==> config.mk <==
export PLATFORM = sky130hd
export DESIGN_NAME = uart_tx_fifo
export DESIGN_NICKNAME = d
export VERILOG_FILES = /design/src/rtl/uart_tx_fifo.sv
export SDC_FILE = /design/constraint.sdc
export NUM_CORES = 1
export LEC_CHECK = 0
export BUFFER_PORTS_ARGS = -buffer_cell sky130_fd_sc_hd__buf_2
export CAP_MARGIN = 20
export CORE_UTILIZATION = 60
export CTS_CLUSTER_DIAMETER = 60
export DETAILED_ROUTE_END_ITERATION = 8
export PLACE_DENSITY = 0.78
export REMOVE_ABC_BUFFERS = 1
export SLEW_MARGIN = 30
export SYNTH_ARGS = -nofsm -noshare
export SYNTH_HDL_FRONTEND = slang
export SYNTH_SLANG_ARGS = --single-unit
export TNS_END_PERCENT = 100
==> constraint.sdc <==
create_clock -name clk -period 3.6 [get_ports clk]
set_input_delay 0.72 -clock clk [delete_from_list [all_inputs] [get_ports clk]]
set_output_delay 0.72 -clock clk [all_outputs]
set_load 0.02 [all_outputs]
==> src/rtl/uart_tx_fifo.sv <==
// uart_tx_fifo: UART transmitter fed by a small byte FIFO.
// Bytes arrive over a valid/ready handshake, are buffered in a circular
// FIFO and serialised LSB first as 8N1, or 8E1/8O1 when PARITY is 1/2.
// Frames follow each other with no idle gap while the FIFO holds data.
//
// Ports:
//   clk        system clock, all state updates on its rising edge
//   reset      synchronous, active-high reset
//   tx_data    byte to send
//   tx_valid   tx_data is valid this cycle
//   tx_ready   FIFO can accept a byte (not full)
//   tx_serial  serial line, idle high, registered
//   tx_busy    frame on the line or FIFO non-empty (registered)
//   tx_done    one-cycle pulse at the end of each stop bit
//   fifo_count bytes currently buffered
module uart_tx_fifo #(
    parameter int FREQ       = 100000000,
    parameter int BAUDRATE   = 9600,
    parameter int FIFO_DEPTH = 4,
    parameter int PARITY     = 0
) (
    input  logic                          clk,
    input  logic                          reset,
    input  logic [7:0]                    tx_data,
    input  logic                          tx_valid,
    output logic                          tx_ready,
    output logic                          tx_serial,
    output logic                          tx_busy,
    output logic                          tx_done,
    output logic [$clog2(FIFO_DEPTH):0]   fifo_count
);
    localparam int DIV = FREQ / BAUDRATE;
    localparam int CW  = (DIV > 1) ? $clog2(DIV) : 1;
    localparam int AW  = $clog2(FIFO_DEPTH);
    localparam logic [CW-1:0] CNT_RELOAD = CW'(DIV - 32'sd1);
    localparam logic [AW:0]   FULL_COUNT = (AW + 1)'(FIFO_DEPTH);

    typedef enum logic [2:0] {
        S_IDLE   = 3'd0,
        S_START  = 3'd1,
        S_DATA   = 3'd2,
        S_PARITY = 3'd3,
        S_STOP   = 3'd4
    } state_t;

    // Parity bit for a byte: even mode is the XOR of the data, odd its inverse.
    function automatic logic parity_of(input logic [7:0] d);
        if (PARITY == 32'sd2) begin
            return ~(^d);
        end else begin
            return ^d;
        end
    endfunction

    logic [7:0]    r_mem [FIFO_DEPTH];
    logic [AW-1:0] r_wr_ptr;
    logic [AW-1:0] r_rd_ptr;
    logic [AW:0]   r_count;
    state_t        r_state;
    logic [CW-1:0] r_bit_cnt;
    logic [2:0]    r_bit_idx;
    logic [7:0]    r_shift;
    logic          r_parity;
    logic          r_serial;
    logic          r_busy;
    logic          r_done;

    logic          w_push;
    logic          w_pop;
    logic          w_bit_end;
    logic [7:0]    w_head;

    assign tx_ready   = (r_count != FULL_COUNT);
    assign w_head     = r_mem[r_rd_ptr];
    assign tx_serial  = r_serial;
    assign tx_busy    = r_busy;
    assign tx_done    = r_done;
    assign fifo_count = r_count;

    // Handshake and pop qualification; a pop only uses the registered count,
    // so a byte is never popped in the same cycle it is pushed.
    always_comb begin
        w_push    = tx_valid && tx_ready;
        w_bit_end = (r_bit_cnt == {CW{1'b0}});
        w_pop     = 1'b0;
        if (r_count != {(AW + 1){1'b0}}) begin
            if (r_state == S_IDLE) begin
                w_pop = 1'b1;
            end else if ((r_state == S_STOP) && w_bit_end) begin
                w_pop = 1'b1;
            end else begin
                w_pop = 1'b0;
            end
        end else begin
            w_pop = 1'b0;
        end
    end

    // FIFO storage; no reset needed since the pointers qualify the contents.
    always_ff @(posedge clk) begin
        if (w_push) begin
            r_mem[r_wr_ptr] <= tx_data;
        end
    end

    // FIFO pointers and occupancy; power-of-two depth makes pointers wrap.
    always_ff @(posedge clk) begin
        if (reset) begin
            r_wr_ptr <= {AW{1'b0}};
            r_rd_ptr <= {AW{1'b0}};
            r_count  <= {(AW + 1){1'b0}};
        end else begin
            if (w_push) begin
                r_wr_ptr <= r_wr_ptr + AW'(1);
            end
            if (w_pop) begin
                r_rd_ptr <= r_rd_ptr + AW'(1);
            end
            case ({w_push, w_pop})
                2'b10:   r_count <= r_count + (AW + 1)'(1);
                2'b01:   r_count <= r_count - (AW + 1)'(1);
                default: r_count <= r_count;
            endcase
        end
    end

    // Busy flag, registered from the current state and occupancy.
    always_ff @(posedge clk) begin
        if (reset) begin
            r_busy <= 1'b0;
        end else begin
            r_busy <= (r_state != S_IDLE) || (r_count != {(AW + 1){1'b0}});
        end
    end

    // Frame sequencer. Shift register and parity are captured at pop time so
    // bytes pushed later cannot disturb the frame on the line.
    always_ff @(posedge clk) begin
        if (reset) begin
            r_state   <= S_IDLE;
            r_bit_cnt <= {CW{1'b0}};
            r_bit_idx <= 3'd0;
            r_shift   <= 8'h00;
            r_parity  <= 1'b0;
            r_serial  <= 1'b1;
            r_done    <= 1'b0;
        end else begin
            r_done <= 1'b0;
            case (r_state)
                S_IDLE: begin
                    r_serial <= 1'b1;
                    if (w_pop) begin
                        r_shift   <= w_head;
                        r_parity  <= parity_of(w_head);
                        r_bit_cnt <= CNT_RELOAD;
                        r_serial  <= 1'b0;
                        r_state   <= S_START;
                    end
                end
                S_START: begin
                    if (w_bit_end) begin
                        r_bit_cnt <= CNT_RELOAD;
                        r_bit_idx <= 3'd0;
                        r_serial  <= r_shift[0];
                        r_shift   <= {1'b0, r_shift[7:1]};
                        r_state   <= S_DATA;
                    end else begin
                        r_bit_cnt <= r_bit_cnt - CW'(1);
                    end
                end
                S_DATA: begin
                    if (w_bit_end) begin
                        r_bit_cnt <= CNT_RELOAD;
                        if (r_bit_idx == 3'd7) begin
                            if (PARITY != 32'sd0) begin
                                r_serial <= r_parity;
                                r_state  <= S_PARITY;
                            end else begin
                                r_serial <= 1'b1;
                                r_state  <= S_STOP;
                            end
                        end else begin
                            r_bit_idx <= r_bit_idx + 3'd1;
                            r_serial  <= r_shift[0];
                            r_shift   <= {1'b0, r_shift[7:1]};
                        end
                    end else begin
                        r_bit_cnt <= r_bit_cnt - CW'(1);
                    end
                end
                S_PARITY: begin
                    if (w_bit_end) begin
                        r_bit_cnt <= CNT_RELOAD;
                        r_serial  <= 1'b1;
                        r_state   <= S_STOP;
                    end else begin
                        r_bit_cnt <= r_bit_cnt - CW'(1);
                    end
                end
                S_STOP: begin
                    if (w_bit_end) begin
                        r_done <= 1'b1;
                        // Next byte waiting: start bit follows immediately.
                        if (w_pop) begin
                            r_shift   <= w_head;
                            r_parity  <= parity_of(w_head);
                            r_bit_cnt <= CNT_RELOAD;
                            r_serial  <= 1'b0;
                            r_state   <= S_START;
                        end else begin
                            r_serial <= 1'b1;
                            r_state  <= S_IDLE;
                        end
                    end else begin
                        r_bit_cnt <= r_bit_cnt - CW'(1);
                    end
                end
                default: begin
                    r_serial <= 1'b1;
                    r_state  <= S_IDLE;
                end
            endcase
        end
    end
endmodule

==> results of run 1 <==
## cell type report
cell class / instances / area [um2]
sequential: 72 / 1760
fill: 391 / 1600
multi-input combinational: 197 / 1440
clock buffer: 9 / 124
timing repair buffer: 20 / 108
tap: 70 / 87.6
clock inverter: 7 / 61.3
inverter: 14 / 52.6
## registers in the layout, indices dropped and copies added, names as in the netlist, 2 cells and up, named ones only
register,count
fifo_count,3
r_bit_cnt,14
r_bit_idx,3
r_mem,32
r_rd_ptr,2
r_shift,8
r_state,3
r_wr_ptr,2
## worst paths after layout
| check | depth (start not counted) | slack, ps | from | to |
|---|---|---|---|---|
| setup / recovery | 11 | 220 | r_bit_cnt[0]$_SDFFE_PP0P_ | fifo_count[2]$_SDFFE_PP0P_ |
| hold / removal | 2 | 480 | r_bit_cnt[11]$_SDFFE_PP0P_ | r_bit_cnt[11]$_SDFFE_PP0P_ |
| setup reg to reg | 11 | 220 | r_bit_cnt[0]$_SDFFE_PP0P_ | fifo_count[2]$_SDFFE_PP0P_ |
| hold reg to reg | 2 | 480 | r_bit_cnt[11]$_SDFFE_PP0P_ | r_bit_cnt[11]$_SDFFE_PP0P_ |
## per-layer routing
metal	GRT usage (%)	vias up	share of wire [%]
li1	-	1142	-
met3	4.55	8	5.7
met1	34.2	1115	49
met5	0	-	0
met2	33.6	72	44
met4	11.5	0	2.0
## through the flow
| step | area [um2] | power, W | hold WS, ps | instances |
|---|---|---|---|---|
| after global placement | 3450 | 0.00258 | 449 | 373 |
| after floorplan | 3260 | 0.00226 | 431 | 283 |
| final | 3640 | 0.00324 | 480 | 389 |
| after detailed placement | 3450 | 0.00262 | 469 | 373 |
| after CTS | 3640 | 0.00322 | 481 | 389 |
| after global routing | 3640 | 0.00344 | 504 | 389 |
## cells by family after synthesis
group	after synthesis	share of synthesized area [%]
simple gates	92	14.4
flops	72	52.8
compound gates	69	14.4
buf+inv	28	4.08
mux	17	8.09
xor+xnor	10	2.62
fa+ha+maj	9	3.60
## power by group
| group | switching, W | internal, W |
|---|---|---|
| logic | 0.000872 | 0.000588 |
| clock network | 0.000341 | 0.000263 |
| registers | 0.000149 | 0.00103 |
| total | 0.00136 | 0.00188 |
## worst max-delay path, cell delays in order, from the launching register on
cell,delay [ps]
dfxtp_1,350
inv_1,70
ha_1,190
or4b_1,480
or4_4,620
a21oi_4,260
ha_1,230
inv_1,60
fa_1,400
xor2_1,170
or3_1,320
a21oi_1,160
## placed cells by master (no fill, tap or decap), types with 9 or more instances in the layout
cell type  instances
nand2_1           13
o21ai_0            9
edfxtp_1          32
clkbuf_8           9
buf_2             17
dfxtp_1           40
a21oi_1           18
a211oi_1          10
inv_1             13
mux2i_1            9
nor2_1            26
nor3_1            14
==> flow_summary.ini, run 1 <==
[status]
status = complete, no violations

[clock_network]
clock-root-buffer = clkbuf_8
clk_path_buf_depth = 2
cts_tree = built
post-cts-setup-buffers = 0
cts_inserted_buffers = 9
cts_resized = 0
cts_hold_buf = 0
cts_max_level = 3
clock_latency_ps = 360
clk_pin_slew_worst_paths_ps = 80
cts_num_sinks = 72

[timing]
min_period_ps = 3380
fin_skew_ps = 9.08
worst_pin_slew_ps = 860
setup_slack_ps = 221
rsz0062_at_grt = false
finalSetupTns_ps = 0
fin_crit_sh_pct = 93.9
setup_viol = 0
timing.fmax_mhz = 296
slew_violations = 0
max-slew-margin-rel_pct = 42.5
hold_viol = 0

[worst_setup_path]
critical_path_class = reg -> reg
worstPathArrival_ps = 3650
endpoint_kind = flop
required_ps = 3870
path_max_fanout = 11
startpoint_type = flop

[grt]
grt_pass1_vias = 2127
grt_usage_pct = 23.5
grt_pass1_wl_um = 10400
grt_max_degree = 38
overflow = 0
antenna_found_initial = 0

[placement]
place_ws_ps = 324
hpwl_um = 4380
place_congestion = 0.840
io_buffers = 17

[logic_synthesis]
synth_flop_cell = dfxtp_1
ys_top_cells_by_count = dfxtp_1 (40), edfxtp_1 (32), nor2_1 (27), a21oi_1 (18), nor3_1 (14)
synthArstFlopShare_pct = 0
yosysTopAreaCellShare_pct = 28.8
synthCells = 297
syn_area_per_cell_um2 = 11.2
synth.most_common_cell = dfxtp_1
yosys.area.top_type = edfxtp_1
yosysSeqAreaShare_pct = 52.8
synth-edff-count = 32
synth_area_um2 = 3340
synth_area_leaders = edfxtp_1 (29%), dfxtp_1 (24%), mux4_2 (5.4%)
synth_warnings = 0
synth_cell_types = 53
ys_ff_latch = 72

[routing]
avgRoutedWirePerCell_um = 16.2
wl_um = 6310
vias = 2337
drt-initial-drc-count = 228
drc = 0
avgViaCountPerCell = 6.01
firstDrtPassIters = 4
postRouteAntennaNets = 0

[floorplan]
die_h_um = 76.6
rows = 26
pin_count = 18
start_util_pct = 63.8
die_area_um2 = 5870
core_um2 = 5240
die_w_um = 76.6

[power]
power_leakage_nw = 1.30
peakVddDrop_v = 0.000530
power_density_nw_per_um2 = 891

[final_layout]
num_antenna_cells = 0
nNetsFinal = 334
fin_util_pct = 69.5
drive_above_1_share_pct = 17.2
syn_to_final_growth_pct = 8.95

[run]
maxCapViolCount = 0

[min_path]
hp-class = reg -> reg
No activity file was read; power rests on OpenSTA's default activity.
==> inputs of run 2 (changes only) <==
- CORE_ASPECT_RATIO: unset -> 0.9
- CORE_MARGIN: unset -> 2
==> flow_summary.ini, run 2 (synthesized netlist as in run 1, its figures left out) <==
[floorplan]
core_um2 = 5320
start_util_pct = 62.8
die_area_um2 = 6180
die_h_um = 74.8
rows = 25
pin_count = 18
die_w_um = 82.6

[final_layout]
final_common_cell = dfxtp_1
multi_input_area_um2 = 1440
fin_util_pct = 68.2
num_antenna_cells = 0
nNetsFinal = 334
largest-register = r_mem
fillers = 420
drive_above_1_share_pct = 16.9
seqCellArea_um2 = 1760
largest_reg_flops = 32
syn_to_final_growth_pct = 8.62
final_cells = 386
reg.largest.list = r_mem x32, r_bit_cnt x14, r_shift x8
most-common-layout-cells = dfxtp_1 (40), edfxtp_1 (32), nor2_1 (26)

[routing]
avgViaCountPerCell = 6.03
wl_um = 6480
postRouteAntennaNets = 0
drt-initial-drc-count = 139
vias = 2326
firstDrtPassIters = 4
drc = 0
avgRoutedWirePerCell_um = 16.8

[clock_network]
cts_max_level = 3
clock-root-buffer = clkbuf_8
cts_tree = built
cts_resized = 0
clk_path_buf_depth = 2
cts_num_sinks = 72
cts_hold_buf = 0
clk_pin_slew_worst_paths_ps = 80
clock_latency_ps = 340
post-cts-setup-buffers = 0
cts_inserted_buffers = 9

[min_path]
hp-class = reg -> reg

[timing]
fin_crit_sh_pct = 92.8
rsz0062_at_grt = false
min_period_ps = 3340
hold_viol = 0
setup_viol = 0
fin_skew_ps = 14.7
timing.fmax_mhz = 299
worst_pin_slew_ps = 860
max-slew-margin-rel_pct = 42.4
finalSetupTns_ps = 0
slew_violations = 0

[placement]
io_buffers = 17
placedCellCount = 370
place_congestion = 0.858
hpwl_um = 4450

[power]
peakVddDrop_v = 0.000559
power_density_nw_per_um2 = 885
power_leakage_nw = 1.29

[worst_setup_path]
required_ps = 3870
startpoint_type = flop
worstPathArrival_ps = 3610
critical_path_class = reg -> reg
endpoint_kind = flop
path_max_fanout = 11

[run]
maxCapViolCount = 0

[grt]
antenna_found_initial = 0
grt_pass1_vias = 2307
overflow = 0
grt_usage_pct = 24.6
grt_pass1_wl_um = 11200
grt_max_degree = 38

[status]
status = complete, no violations
## run 2: cell count changes in the layout (fill, tap and decap cells not counted), sizes merged
cell	delta
inv	-2
clkinv	+2
## run 2: path summary, 6_finish.rpt
path                                    from                    endpoint  slack, ps  cells after the start
setup / recovery   r_bit_cnt[0]$_SDFFE_PP0P_  fifo_count[2]$_SDFFE_PP0P_        260                     11
setup reg to reg   r_bit_cnt[0]$_SDFFE_PP0P_  fifo_count[2]$_SDFFE_PP0P_        260                     11
hold reg to reg   r_bit_cnt[11]$_SDFFE_PP0P_  r_bit_cnt[11]$_SDFFE_PP0P_        460                      2
hold / removal    r_bit_cnt[11]$_SDFFE_PP0P_  r_bit_cnt[11]$_SDFFE_PP0P_        460                      2
## run 2: report_power, final
group,switching [W],internal (W)
sequential,0.000151,0.00103
combinational,0.000870,0.000586
clock,0.000320,0.000255
## run 2: layout make-up
type	count	area share (%)
Multi-Input combinational cell	197	39.8
Clock buffer	9	3.41
Timing Repair Buffer	20	2.97
Clock inverter	7	1.48
Sequential cell	72	48.6
Tap cell	67	2.31
Inverter	14	1.45
## run 2: worst max-delay path, cell delays in order, from the launching register on
cell and delay, ps:
dfxtp_1 350, inv_1 60, ha_1 180, or4b_1 470
or4_4 620, a21oi_4 290, ha_1 240, inv_1 60
fa_1 370, xor2_1 150, or3_1 310, a21oi_1 160
## run 2: per-stage QoR
step | power, W | hold WS [ps] | setup WS [ps] | area (um2)
2_1_floorplan | 0.00226 | 431 | 389 | 3260
3_3_place_gp | 0.00259 | 449 | 416 | 3450
3_5_place_dp | 0.00263 | 456 | 302 | 3450
4_1_cts | 0.00320 | 466 | 286 | 3620
5_1_grt | 0.00343 | 486 | 77.7 | 3630
6_report | 0.00321 | 463 | 261 | 3630
## run 2: metal layers
metal	up-vias	GRT usage, %	share of wire (%)
li1	1138	-	-
met1	1115	33.0	47
met2	66	38.6	46
met3	7	5.88	5.6
met4	0	10.7	1.2
met5	-	0	0
==> inputs of run 3 (changes only) <==
--- a/config.mk
+++ b/config.mk
@@ -10,3 +10,3 @@
 export CORE_ASPECT_RATIO = 0.9
-export CORE_MARGIN = 2
+export CORE_MARGIN = 1.5
 export CORE_UTILIZATION = 60
==> constraint.sdc (replaced) <==
create_clock -name clk -period 3.6 [get_ports clk]
set_input_delay 0.54 -clock clk [delete_from_list [all_inputs] [get_ports clk]]
set_output_delay 0.54 -clock clk [all_outputs]
set_load 0.02 [all_outputs]
==> flow_summary.ini, run 3 (synthesized netlist as in run 1, its figures left out) <==
[clock_network]
clk_pin_slew_worst_paths_ps = 80
cts_inserted_buffers = 9
cts_num_sinks = 72
clk_path_buf_depth = 2
clock-root-buffer = clkbuf_8
cts_max_level = 3
clock_latency_ps = 350
post-cts-setup-buffers = 0
cts_hold_buf = 0
cts_tree = built
cts_resized = 0

[final_layout]
multi_input_area_um2 = 1440
reg.largest.list = r_mem x32, r_bit_cnt x14, r_shift x8
largest_reg_flops = 32
seqCellArea_um2 = 1760
num_antenna_cells = 0
syn_to_final_growth_pct = 9.44
nNetsFinal = 335
fillers = 399
most-common-layout-cells = dfxtp_1 (40), edfxtp_1 (32), nor2_1 (27)
final_common_cell = dfxtp_1
largest-register = r_mem
drive_above_1_share_pct = 16.9

[floorplan]
rows = 25
core_um2 = 5320
die_w_um = 81.6
pin_count = 18
die_area_um2 = 6020
die_h_um = 73.8
start_util_pct = 62.8

[placement]
hpwl_um = 4320
io_buffers = 17
place_ws_ps = 246
place_congestion = 0.834

[routing]
wl_um = 6180
wl_met2_um = 2650
avgRoutedWirePerCell_um = 16.0
drt-initial-drc-count = 145
postRouteAntennaNets = 0
dr_wl_met3_um = 372
top_layer_used = met4
firstDrtPassIters = 5
vias = 2397
avgViaCountPerCell = 6.19
drc = 0
wl_met1_um = 3050

[worst_setup_path]
worstPathArrival_ps = 3670
ff2ff_setup_slack_ps = 210
path_max_fanout = 11
critical_path_class = reg -> reg
cp_top_family = simple AND/OR/NAND/NOR gates
endpoint_kind = flop
critPathMaxStageDelay_ps = 630
critPathSlowestCell = or4_4
startpoint_type = flop
path_cells = inv_1 -> ha_1 -> or4b_1 -> or4_4 -> a21oi_4 -> ha_1 -> inv_1 -> fa_1 -> xor2_1 -> or3_1 -> a21oi_1
critPathBufInv = 2
required_ps = 3880

[timing]
hold_viol = 0
worst_pin_slew_ps = 912
timing.fmax_mhz = 295
fin_skew_ps = 6.98
fin_crit_sh_pct = 94.1
min_period_ps = 3390
max-slew-margin-rel_pct = 39.0
slew_violations = 0
setup_viol = 0
finalSetupTns_ps = 0
rsz0062_at_grt = false
setup_slack_ps = 211

[grt]
grt_usage_pct = 23.8
grt_pass1_wl_um = 10300
overflow = 0
grt_pass1_vias = 2107
grt_max_degree = 38
antenna_found_initial = 0

[power]
switchingPower_w = 0.00133
intPower_w = 0.00194
peakVddDrop_v = 0.000535
power_leakage_nw = 1.31
power_frac_seq_pct = 36.0
clkPwrFrac_pct = 19.8
power_density_nw_per_um2 = 895
power_frac_comb_pct = 44.2
switching_share_pct = 40.6

[min_path]
hp-class = in -> reg

[status]
status = complete, no violations

[run]
maxCapViolCount = 0
run 3: changes by cell type in the layout (fill, tap and decap cells not counted):
cell | before | now
buf_4 | 3 | 4
inv_6 | 2 | 4
bufinv_16 | 0 | 1
clkinv_4 | 2 | 0
clkinvlp_4 | 2 | 1
nor2_2 | 1 | 0
nor2_1 | 26 | 27
run 3: routing by layer:
layer,GRT usage (%),vias to the layer above
met4,10.7,0
met5,0,-
li1,-,1139
met2,31.7,92
met3,6.34,12
met1,36.1,1154
run 3: final cells by class:
cell class                 instances  share of cell area [%]
clock buffer                       9                    3.39
clock inverter                     7                    2.09
inverter                          14                    1.44
multi-input combinational        197                    39.4
sequential                        72                    48.2
tap                               67                    2.29
timing repair buffer              21                    3.15
run 3: stage by stage:
step | total power, W | utilization (%) | instances | hold slack (ps) | cell area, um2
2_1_floorplan | 0.00226 | - | 283 | 431 | 3260
3_3_place_gp | 0.00258 | 65.0 | 371 | 452 | 3450
3_5_place_dp | 0.00262 | 65.0 | 371 | 463 | 3450
4_1_cts | 0.00327 | 68.7 | 387 | 388 | 3650
5_1_grt | 0.00349 | 68.7 | 387 | 393 | 3650
6_report | 0.00327 | 68.7 | 387 | 400 | 3650
run 3: path summary, 6_finish.rpt:
check                                  start                         end  cells after the start
setup / recovery   r_bit_cnt[0]$_SDFFE_PP0P_  fifo_count[2]$_SDFFE_PP0P_                     11
hold / removal                    tx_data[7]       r_mem[3][7]$_DFFE_PP_                      1
setup reg to reg   r_bit_cnt[0]$_SDFFE_PP0P_  fifo_count[2]$_SDFFE_PP0P_                     11
hold reg to reg   r_bit_cnt[11]$_SDFFE_PP0P_  r_bit_cnt[11]$_SDFFE_PP0P_                      2
run 3: power by group through the flow:
stage | Sequential (W) | Clock, W | Combinational (W)
4_1_cts | 0.00118 | 0.000661 | 0.00143
3_5_place_dp | 0.00120 | 0 | 0.00142
6_report | 0.00118 | 0.000647 | 0.00145
5_1_grt | 0.00121 | 0.000696 | 0.00158
3_3_place_gp | 0.00119 | 0 | 0.00139
2_1_floorplan | 0.00118 | 0 | 0.00108
